`config.mk`:
```
export PLATFORM = sky130hd
export DESIGN_NAME = seq_detect_sched_flat
export DESIGN_NICKNAME = d
export VERILOG_FILES = /design/src/rtl/seq_detect_sched_pkg.sv /design/src/rtl/seq_detect_sched_if.sv /design/src/rtl/seq_detect_sched_rr_arbiter.sv /design/src/rtl/seq_detect_sched.sv /design/src/flat_wrapper.sv
export SDC_FILE = /design/constraint.sdc
export NUM_CORES = 1
export LEC_CHECK = 0
export ABC_CLOCK_PERIOD_IN_PS = 3100
export BUFFER_PORTS_ARGS = -buffer_cell sky130_fd_sc_hd__buf_2
export CAP_MARGIN = 20
export CORE_MARGIN = 2
export CORE_UTILIZATION = 47
export DETAILED_ROUTE_END_ITERATION = 8
export GPL_ROUTABILITY_DRIVEN = 0
export PLACE_DENSITY_LB_ADDON = 0.15
export SKIP_CTS_REPAIR_TIMING = 1
export SYNTH_ARGS = -nofsm -noshare
export SYNTH_HDL_FRONTEND = slang
export SYNTH_SLANG_ARGS = --single-unit
```
`constraint.sdc`:
```
create_clock -name clk -period 3.1 [get_ports clk]
set_input_delay 0.62 -clock clk [delete_from_list [all_inputs] [get_ports clk]]
set_output_delay 0.62 -clock clk [all_outputs]
set_load 0.02 [all_outputs]
```
`src/rtl/seq_detect_sched_pkg.sv`:
```
// Shared constants for the round-robin serial run-of-ones detector.
// State encodings and default geometry used by every file of the block.
package seq_sched_pkg;

    localparam logic [1:0] IDLE  = 2'd0;
    localparam logic [1:0] SHIFT = 2'd1;
    localparam logic [1:0] RESP  = 2'd2;

    localparam int DEF_N_REQ   = 4;
    localparam int DEF_WORD_W  = 8;
    localparam int DEF_RUN_LEN = 3;

endpackage

```
`src/rtl/seq_detect_sched_if.sv`:
```
// Request/response bundle between word sources and the shared detector.
// master = requester/consumer side, slave = detector side.
interface seq_detect_sched_if
    import seq_sched_pkg::*;
#(
    parameter int N_REQ  = DEF_N_REQ,
    parameter int WORD_W = DEF_WORD_W,
    parameter int ID_W   = $clog2(N_REQ),
    parameter int CNT_W  = $clog2(WORD_W + 1)
);

    logic [N_REQ-1:0]        req_valid;
    logic [N_REQ*WORD_W-1:0] req_data;
    logic [N_REQ-1:0]        req_ready;
    logic                    rsp_valid;
    logic [ID_W-1:0]         rsp_id;
    logic [CNT_W-1:0]        rsp_count;
    logic                    rsp_ready;

    modport master (
        output req_valid,
        output req_data,
        output rsp_ready,
        input  req_ready,
        input  rsp_valid,
        input  rsp_id,
        input  rsp_count
    );

    modport slave (
        input  req_valid,
        input  req_data,
        input  rsp_ready,
        output req_ready,
        output rsp_valid,
        output rsp_id,
        output rsp_count
    );

endinterface

```
`src/rtl/seq_detect_sched_rr_arbiter.sv`:
```
// Round-robin picker: first valid requester after last_grant, wrapping.
// Purely combinational; the caller owns the last_grant register.
module rr_arbiter
    import seq_sched_pkg::*;
#(
    parameter int N_REQ = DEF_N_REQ,
    parameter int ID_W  = $clog2(N_REQ)
) (
    input  logic [N_REQ-1:0] req_i,
    input  logic [ID_W-1:0]  last_grant_i,
    output logic [N_REQ-1:0] grant_o
);

    always_comb begin
        int              pos;
        logic            found;
        logic [ID_W-1:0] sel;
        grant_o = '0;
        found   = 1'b0;
        pos     = 0;
        sel     = '0;
        // k = N_REQ revisits last_grant itself, so a lone requester wins
        for (int k = 1; k <= N_REQ; k++) begin
            pos = (int'(last_grant_i) + k) % N_REQ;
            sel = ID_W'(pos);
            if (!found && req_i[sel]) begin
                grant_o[sel] = 1'b1;
                found        = 1'b1;
            end
        end
    end

endmodule

```
`src/rtl/seq_detect_sched.sv`:
```
// Shares one serial run-of-ones detector among N_REQ word requesters.
// Words are shifted MSB-first; the hit count is returned tagged with id.
module seq_detect_sched
    import seq_sched_pkg::*;
#(
    parameter int N_REQ   = DEF_N_REQ,
    parameter int WORD_W  = DEF_WORD_W,
    parameter int RUN_LEN = DEF_RUN_LEN,
    parameter int ID_W    = $clog2(N_REQ),
    parameter int CNT_W   = $clog2(WORD_W + 1)
) (
    input  logic              clk,
    input  logic              rst_n,
    seq_detect_sched_if.slave bus,
    output logic              busy
);

    localparam int IDX_W = (WORD_W > 1) ? $clog2(WORD_W) : 1;
    localparam int RUN_W = $clog2(RUN_LEN + 1);

    localparam logic [RUN_W-1:0] RUN_MAX  = RUN_W'(RUN_LEN);
    localparam logic [RUN_W-1:0] RUN_HIT  = RUN_W'(RUN_LEN - 1);
    localparam logic [IDX_W-1:0] IDX_LAST = IDX_W'(WORD_W - 1);
    localparam logic [ID_W-1:0]  LAST_RST = ID_W'(N_REQ - 1);

    logic [1:0]        state_q, state_d;
    logic [ID_W-1:0]   last_q, last_d;
    logic [WORD_W-1:0] word_q, word_d;
    logic [IDX_W-1:0]  idx_q, idx_d;
    logic [RUN_W-1:0]  run_q, run_d;
    logic              rsp_valid_q, rsp_valid_d;
    logic [ID_W-1:0]   rsp_id_q, rsp_id_d;
    logic [CNT_W-1:0]  rsp_count_q, rsp_count_d;

    logic [N_REQ-1:0]  grant;
    logic [ID_W-1:0]   gidx;
    logic [WORD_W-1:0] gword;
    logic              accept;
    logic              bit_in;

    rr_arbiter #(
        .N_REQ (N_REQ),
        .ID_W  (ID_W)
    ) u_arb (
        .req_i        (bus.req_valid),
        .last_grant_i (last_q),
        .grant_o      (grant)
    );

    always_comb begin
        gidx  = '0;
        gword = '0;
        for (int i = 0; i < N_REQ; i++) begin
            if (grant[i]) begin
                gidx  = ID_W'(i);
                gword = bus.req_data[i*WORD_W +: WORD_W];
            end
        end
    end

    // Held low during reset so every output shows its reset value at once
    assign bus.req_ready = (state_q == IDLE && rst_n) ? grant : '0;
    assign accept        = |(bus.req_valid & bus.req_ready);

    always_comb begin
        state_d     = state_q;
        last_d      = last_q;
        word_d      = word_q;
        idx_d       = idx_q;
        run_d       = run_q;
        rsp_valid_d = rsp_valid_q;
        rsp_id_d    = rsp_id_q;
        rsp_count_d = rsp_count_q;
        bit_in      = word_q[WORD_W-1];
        unique case (state_q)
            IDLE: begin
                if (accept) begin
                    word_d      = gword;
                    rsp_id_d    = gidx;
                    last_d      = gidx;
                    run_d       = '0;
                    rsp_count_d = '0;
                    idx_d       = '0;
                    state_d     = SHIFT;
                end
            end
            SHIFT: begin
                word_d = word_q << 1;
                if (bit_in) begin
                    if (run_q >= RUN_HIT) begin
                        rsp_count_d = rsp_count_q + CNT_W'(1);
                    end
                    if (run_q != RUN_MAX) begin
                        run_d = run_q + RUN_W'(1);
                    end
                end else begin
                    run_d = '0;
                end
                if (idx_q == IDX_LAST) begin
                    state_d     = RESP;
                    rsp_valid_d = 1'b1;
                end else begin
                    idx_d = idx_q + IDX_W'(1);
                end
            end
            RESP: begin
                if (bus.rsp_ready) begin
                    rsp_valid_d = 1'b0;
                    state_d     = IDLE;
                end
            end
            default: begin
                state_d     = IDLE;
                rsp_valid_d = 1'b0;
            end
        endcase
    end

    always_ff @(posedge clk or negedge rst_n) begin
        if (!rst_n) begin
            state_q     <= IDLE;
            last_q      <= LAST_RST;
            word_q      <= '0;
            idx_q       <= '0;
            run_q       <= '0;
            rsp_valid_q <= 1'b0;
            rsp_id_q    <= '0;
            rsp_count_q <= '0;
        end else begin
            state_q     <= state_d;
            last_q      <= last_d;
            word_q      <= word_d;
            idx_q       <= idx_d;
            run_q       <= run_d;
            rsp_valid_q <= rsp_valid_d;
            rsp_id_q    <= rsp_id_d;
            rsp_count_q <= rsp_count_d;
        end
    end

    assign bus.rsp_valid = rsp_valid_q;
    assign bus.rsp_id    = rsp_id_q;
    assign bus.rsp_count = rsp_count_q;
    assign busy          = (state_q != IDLE);

endmodule

```
`src/flat_wrapper.sv`:
```
// flat-port wrapper written by rule: the top's interface ports become plain ports
module seq_detect_sched_flat import seq_sched_pkg::*;
#(
    parameter int N_REQ   = DEF_N_REQ,
    parameter int WORD_W  = DEF_WORD_W,
    parameter int RUN_LEN = DEF_RUN_LEN,
    parameter int ID_W    = $clog2(N_REQ),
    parameter int CNT_W   = $clog2(WORD_W + 1)
)
  (clk, rst_n, busy, bus_req_valid, bus_req_data, bus_rsp_ready, bus_req_ready, bus_rsp_valid, bus_rsp_id, bus_rsp_count);
  seq_detect_sched_if #(.N_REQ(N_REQ), .WORD_W(WORD_W), .ID_W(ID_W), .CNT_W(CNT_W)) bus_i ();
  input  logic clk;
  input  logic rst_n;
  output logic busy;
  input wire logic [$bits(bus_i.req_valid)-1:0] bus_req_valid;
  input wire logic [$bits(bus_i.req_data)-1:0] bus_req_data;
  input wire logic [$bits(bus_i.rsp_ready)-1:0] bus_rsp_ready;
  output wire logic [$bits(bus_i.req_ready)-1:0] bus_req_ready;
  output wire logic [$bits(bus_i.rsp_valid)-1:0] bus_rsp_valid;
  output wire logic [$bits(bus_i.rsp_id)-1:0] bus_rsp_id;
  output wire logic [$bits(bus_i.rsp_count)-1:0] bus_rsp_count;
  assign bus_i.req_valid = bus_req_valid;
  assign bus_i.req_data = bus_req_data;
  assign bus_i.rsp_ready = bus_rsp_ready;
  assign bus_req_ready = bus_i.req_ready;
  assign bus_rsp_valid = bus_i.rsp_valid;
  assign bus_rsp_id = bus_i.rsp_id;
  assign bus_rsp_count = bus_i.rsp_count;
  seq_detect_sched #(.N_REQ(N_REQ), .WORD_W(WORD_W), .RUN_LEN(RUN_LEN), .ID_W(ID_W), .CNT_W(CNT_W)) u_core (.clk(clk), .rst_n(rst_n), .bus(bus_i), .busy(busy));
endmodule
```
-- Word-level counts from Yosys, hierarchy flattened
Index checks and enable logic that the tools add are counted.
- input bits: 39
- word-level logic and storage cells: 113
- register bits: 24
- output and inout bits: 12
- $lt $le $gt $ge: 9
- equality and inequality tests: 11
- multiplexer cells: 51
- add/subtract/negate cells: 7
- reduce and logical (&&, ||, !) cells: 22
- bitwise gates (word level): 5
- operators by type and width (cell ; number):
    2-to-1 mux 8 bit ; 5
    2-to-1 mux 4 bit ; 8
    2-to-1 mux 2 bit ; 8
    one-hot mux 8 bit (2 select lines) ; 1
    2-to-1 mux 1 bit ; 14
    < comparator 2 x 3 -> 1 bit, second input constant ; 4
    bitwise OR 4 bit ; 3
    AND reduction 3 bit ; 4
    binary-select mux 1 bit (select 2 bit) ; 4
    demux 1 bit (select 2 bit) ; 4
    greater-or-equal comparator 2 x 1 -> 1 bit, second input constant ; 4
    logical AND 1 bit ; 8
    inequality test 2 x 1 -> 1 bit, second input constant ; 4
    one-hot mux 4 bit (2 select lines) ; 1
    adder 2 x 1 -> 2 bit, second input constant ; 3
    2-to-1 mux 3 bit ; 2
    inequality test 2 bit, second input constant ; 3
    one-hot mux 2 bit (3 select lines) ; 1
    one-hot mux 3 bit (2 select lines) ; 1
    adder 2 bit, second input constant ; 2
    adder 4 x 1 -> 4 bit, second input constant ; 1
    AND 4 bit ; 1
    one-hot mux 2 bit (2 select lines) ; 1
    AND reduction 2 bit ; 2
    other kinds (13) ; 16

-- Longest topological paths before layout
- depth in word-level cells: 19
- depth in mapped cells: 12
- gate-level depth less buffers: 9

-- By module
A second synthesis with hierarchy kept.
- cells, all modules: 176
- area total of the unflattened synthesis: 1742.9 µm²
- modules (own cells, without submodules) (module ; area an instance (µm²) ; seq. area each (µm²) ; cells an instance ; instances):
    seq_detect_sched ; 1385.1 ; 603.1 ; 138 ; 1
    rr_arbiter ; 357.8 ; 0.0 ; 38 ; 1

-- Worst setup path before layout
Ideal clock, no wire load.
- path kind: register -> register
- from: register u_core.last_q[0]
- to: register u_core.rsp_id_q[0], in the netlist u_core.bus.rsp_id[0]
- path slack: -41 ps
- period minus slack after synthesis: 3141 ps
- setup time: 128 ps
- buffers on the path: 2
- required time: 2972 ps
- arrival time: 3014 ps
- stages on the path, launching flop included: 10
- cells stage by stage: dfstp_2 -> buf_4 -> inv_1 -> ha_1 -> mux4_2 -> a22o_1 -> o31a_1 -> o41ai_4 -> buf_6 -> mux2_1
- longest elaborated chain between the ends: 17
- elaborated cells between the ends (all ways): 55
- those cells by class: add/sub (4); order compare (8); mux (27); bitwise (4); reduce/logical (12)
- RTL lines (what ; RTL line ; source):
    from (decl) ; seq_detect_sched.sv:27 ; logic [ID_W-1:0] last_q, last_d;
    from (signal assigned) ; seq_detect_sched.sv:131 ; last_q <= last_d;
    branches (longest 12 deep; another with < comparator 2 x 3 -> 1 bit) ; -- ;
    2-to-1 mux 4 bit * ; seq_detect_sched_rr_arbiter.sv:26 ; if (!found && req_i[sel]) begin
    2-to-1 mux 4 bit ; seq_detect_sched.sv:62 ; assign bus.req_ready = (state_q == IDLE && rst_n) ? grant : '0;
    AND 4 bit ; seq_detect_sched.sv:63 ; assign accept = |(bus.req_valid & bus.req_ready);
    OR reduction 4 bit ; seq_detect_sched.sv:63 ;
    AND reduction 2 bit (no line) ; -- ;
    to (signal assigned) ; seq_detect_sched.sv:136 ; rsp_id_q <= rsp_id_d;
    to (decl) ; seq_detect_sched.sv:32 ; logic [ID_W-1:0] rsp_id_q, rsp_id_d;
Mark *: on every way between the ends. The select of a mux whose other input is x is not followed.
A chain may end at the register's enable or synchronous reset.

-- Worst setup path in the final report
- from: register u_core.last_q[0]
- to: output bus_req_ready[0]
- longest elaborated chain between the ends: 14
- elaborated cells between the ends (all ways): 49
- those cells by class: add/sub (4); order compare (8); mux (24); bitwise (3); reduce/logical (10)
- RTL lines (what ; RTL line ; source):
    branches (longest 12 deep; another with < comparator 2 x 3 -> 1 bit) ; -- ;
    2-to-1 mux 4 bit * ; seq_detect_sched_rr_arbiter.sv:26 ;
    2-to-1 mux 4 bit * ; seq_detect_sched.sv:62 ;
    to (decl) ; flat_wrapper.sv:18 ; output wire logic [$bits(bus_i.req_ready)-1:0] bus_req_ready;
Marks and branches as above.

==> flow_summary.yaml <==
setup_path:
  critical_path_class: "reg2out"
  reg2regPathDepth: 9
  timing.critical_path.required_ns: 2.48
  reg2reg_setup_slack_ns: 0.07
  worst-path-max-fanout: 4
  worstSetupStartpointType: "flip-flop"
  worstSetupEndpointType: "output port"
  r2r-start: "u_core.last_q[0]"
  cp.arrival_ns: 2.49
  regToRegEndpoint: "u_core.word_q[6]"
final_layout:
  final_util: 0.6527
  layout.cells.most_common_list: "buf_2, buf_4, dfrtp_1"
  post_route_cell_area_um2: 2444
  insertedDiodeCount: 0
  fin_nets: 330
  syn_to_final_growth_pct: 30.81
  layout-drive-gt1-share: 0.3466
  commonest_non_fill_non_tap_cell_in_the_layout: "buf_2"
  fillers: 335
timing:
  rsz_0062_raised_after_global_routing: "true"
  fmax_mhz: 321.1
  setup_slack_ns: -0.01437
  clock_skew_ns: 0.004142
  finalHoldWorstSlack_ns: 0.3367
  timing_worst_slew_pin_value_ns: 0.4430
  report.final.setup_viol: 1
  fin_crit_sh: 1.005
  finalWorstPathRequiredPeriod_ns: 3.114
  final_hold_viol_count: 0
  timing.max_slew.rel_slack: 0.7033
  timing.final.max_slew_violations: 0
  total_neg_setup_slack_ns: -0.01437
clock_network:
  cts_max_level: 1
  cts.sink_count: 24
  cts_buffer_depth: 2
  clock_tree_from_tritoncts: "done"
  cts.clk_slew.worst_paths_ns: 0.08
  clock-root-buffer: "clkbuf_8"
  total_clock_buffers_created_by_cts: 3
  clock_latency_ns: 0.26
place:
  place.port_buffers: 50
  dpl-instance-area_um2: 2267
  dpl.hpwl_um: 3622
  worst_slack_at_placement_ns: 0.03474
routing:
  route.detailed.wl_per_inst_um: 14.94
  routed_via_density: 5.874
  drt_first_pass_iters: 4
  drt_wl_total_um: 4854
  drcViolationCount: 0
  via_count: 1909
  antenna_left: 0
  drt_iter0_drc: 114
pwr:
  pwr_density_cell_nw_per_um2: 1045
  vdd.ir_drop.worst_v: 0.0007732
  leakagePower_nw: 1.157
  p_int_mw: 1.388
  total_switching_power_mw: 1.167
  comb_power_share: 0.686
  clockPowerShare: 0.105
  power.share.switching: 0.4569
  proportion_of_power_drawn_by_flip_flops_and_latches: 0.208
global_route:
  grt_usage: 0.2269
  grt_antenna_before_repair: 0
  overflow: 0
  grt_start_max_net_pins: 25
  wire_length_of_the_first_global_routing_pass_um: 7866
  first_global_vias: 1700
logic_synthesis:
  synth_edf_count: 0
  ys_async_sr_fraction: 1.000
  syn_area_um2: 1868
  synth-seq-cells: 24
  post-synth-top-area-cell: "dfrtp_1"
  yosysTopAreaCellShare: 0.2947
  top_flip_flop_cell_by_instance_count_after_synthesis: "dfrtp_1"
  netlist_top_cells_area: "dfrtp_1, ha_1, a221o_1"
  ys_warn_count: 0
  postSynthAreaPerCell_um2: 8.853
  syn-num-nets: 263
  syn_inst: 211
  proportion_of_synthesized_chip_area_in_sequential_cells: 0.3228
  yosys.cell_types.count: 45
outcome:
  run_status: "complete, but fails checks"
  failed_checks: "negative setup slack"
die:
  die_w_um: 67.05
  die-area_um2: 4495
  initial_utilization: 0.4990
  dieHeight_um: 67.05
  fp-row-count: 22
  core_area_um2: 3744
  num_io_pins: 51
job:
  cap_viol_max_count: 0
hold_path:
  min_path_type: "in2async"
-- synth_stat cells (all sizes together), types with 3 or more instances --
library cell and n:
a311oi 8, o21ai 10, buf 6, nand3 16, nand2 13, a21oi 12, ha 13, a22o 4
nor2 18, a221o 10, and2 4, nand2b 3, nor4b 3, nor3b 3, nor3 4, dfrtp 22
and3 3, nand4 8, clkbuf 7, a22oi 3, a31oi 3, inv 10, nor2b 4
-- per-stage QoR --
stage	instances	power [mW]
6_report	325	2.555
3_5_place_dp	315	2.123
5_1_grt	325	2.767
4_1_cts	319	2.394
3_3_place_gp	315	2.106
2_1_floorplan	211	1.675
-- power by group through the flow --
stage | logic [mW] | registers, mW | clock network, mW
floorplan | 1.12 | 0.554 | 0
global placement | 1.57 | 0.537 | 0
detailed placement | 1.59 | 0.536 | 0
CTS | 1.59 | 0.531 | 0.276
global route | 1.93 | 0.550 | 0.287
finish | 1.75 | 0.532 | 0.269
-- worst max-delay path: stages (launching register included) --
cell	delay, ns
dfstp_2	0.61
buf_12	0.12
mux4_2	0.54
nor2b_4	0.16
a22o_1	0.19
or3_4	0.33
and2_4	0.15
buf_6	0.12
-- how the worst max path moves through the flow --
stage	from	to	depth (start not counted)
global placement	bus_req_valid[1]	u_core.bus.rsp_id[0]	8
finish	u_core.last_q[0]	bus_req_ready[0]	7
CTS	u_core.last_q[0]	bus_req_ready[0]	7
detailed placement	bus_req_valid[1]	u_core.bus.rsp_id[0]	8
floorplan	u_core.last_q[0]	u_core.bus.rsp_id[0]	9
global route	u_core.last_q[0]	bus_req_ready[1]	9
-- cell type report --
| cell class | count | area (um^2) | share of cell area |
|---|---|---|---|
| Multi-Input combinational cell | 164 | 1200 | 0.4910 |
| Sequential cell | 24 | 603.1 | 0.2468 |
| Timing Repair Buffer | 75 | 469.2 | 0.1920 |
| Tap cell | 48 | 60.06 | 0.02458 |
| Clock buffer | 3 | 41.29 | 0.01690 |
| Inverter | 10 | 40.04 | 0.01639 |
| Clock inverter | 1 | 30.03 | 0.01229 |
-- layer usage --
metal / up-vias / global-route usage / share of wire
met3: 8 / 0.01351 / 0.049
met2: 66 / 0.3540 / 0.46
met1: 900 / 0.3277 / 0.47
li1: 935 / - / -
met4: 0 / 0.08418 / 0.019
met5: - / 0 / 0
-- state kept, by name, indices dropped and copies added, names as in the netlist --
signal and count:
u_core.last_q 2, u_core.bus.rsp_count 4, u_core.bus.rsp_valid 1, u_core.word_q 8, u_core.idx_q 3, u_core.state_q 2, u_core.bus.rsp_id 2, u_core.run_q 2
-- cell families after synthesis --
group / after synthesis / synth area share
adders and majority gates: 13 / 0.08708
AOI/OAI and AO/OA: 60 / 0.2451
DFF: 24 / 0.3228
buffers and inverters: 23 / 0.05559
xor gates and xnor gates: 2 / 0.009379
muxes: 3 / 0.03014
and+or+nand+nor: 86 / 0.2498
No activity file was read; power rests on OpenSTA's default activity.
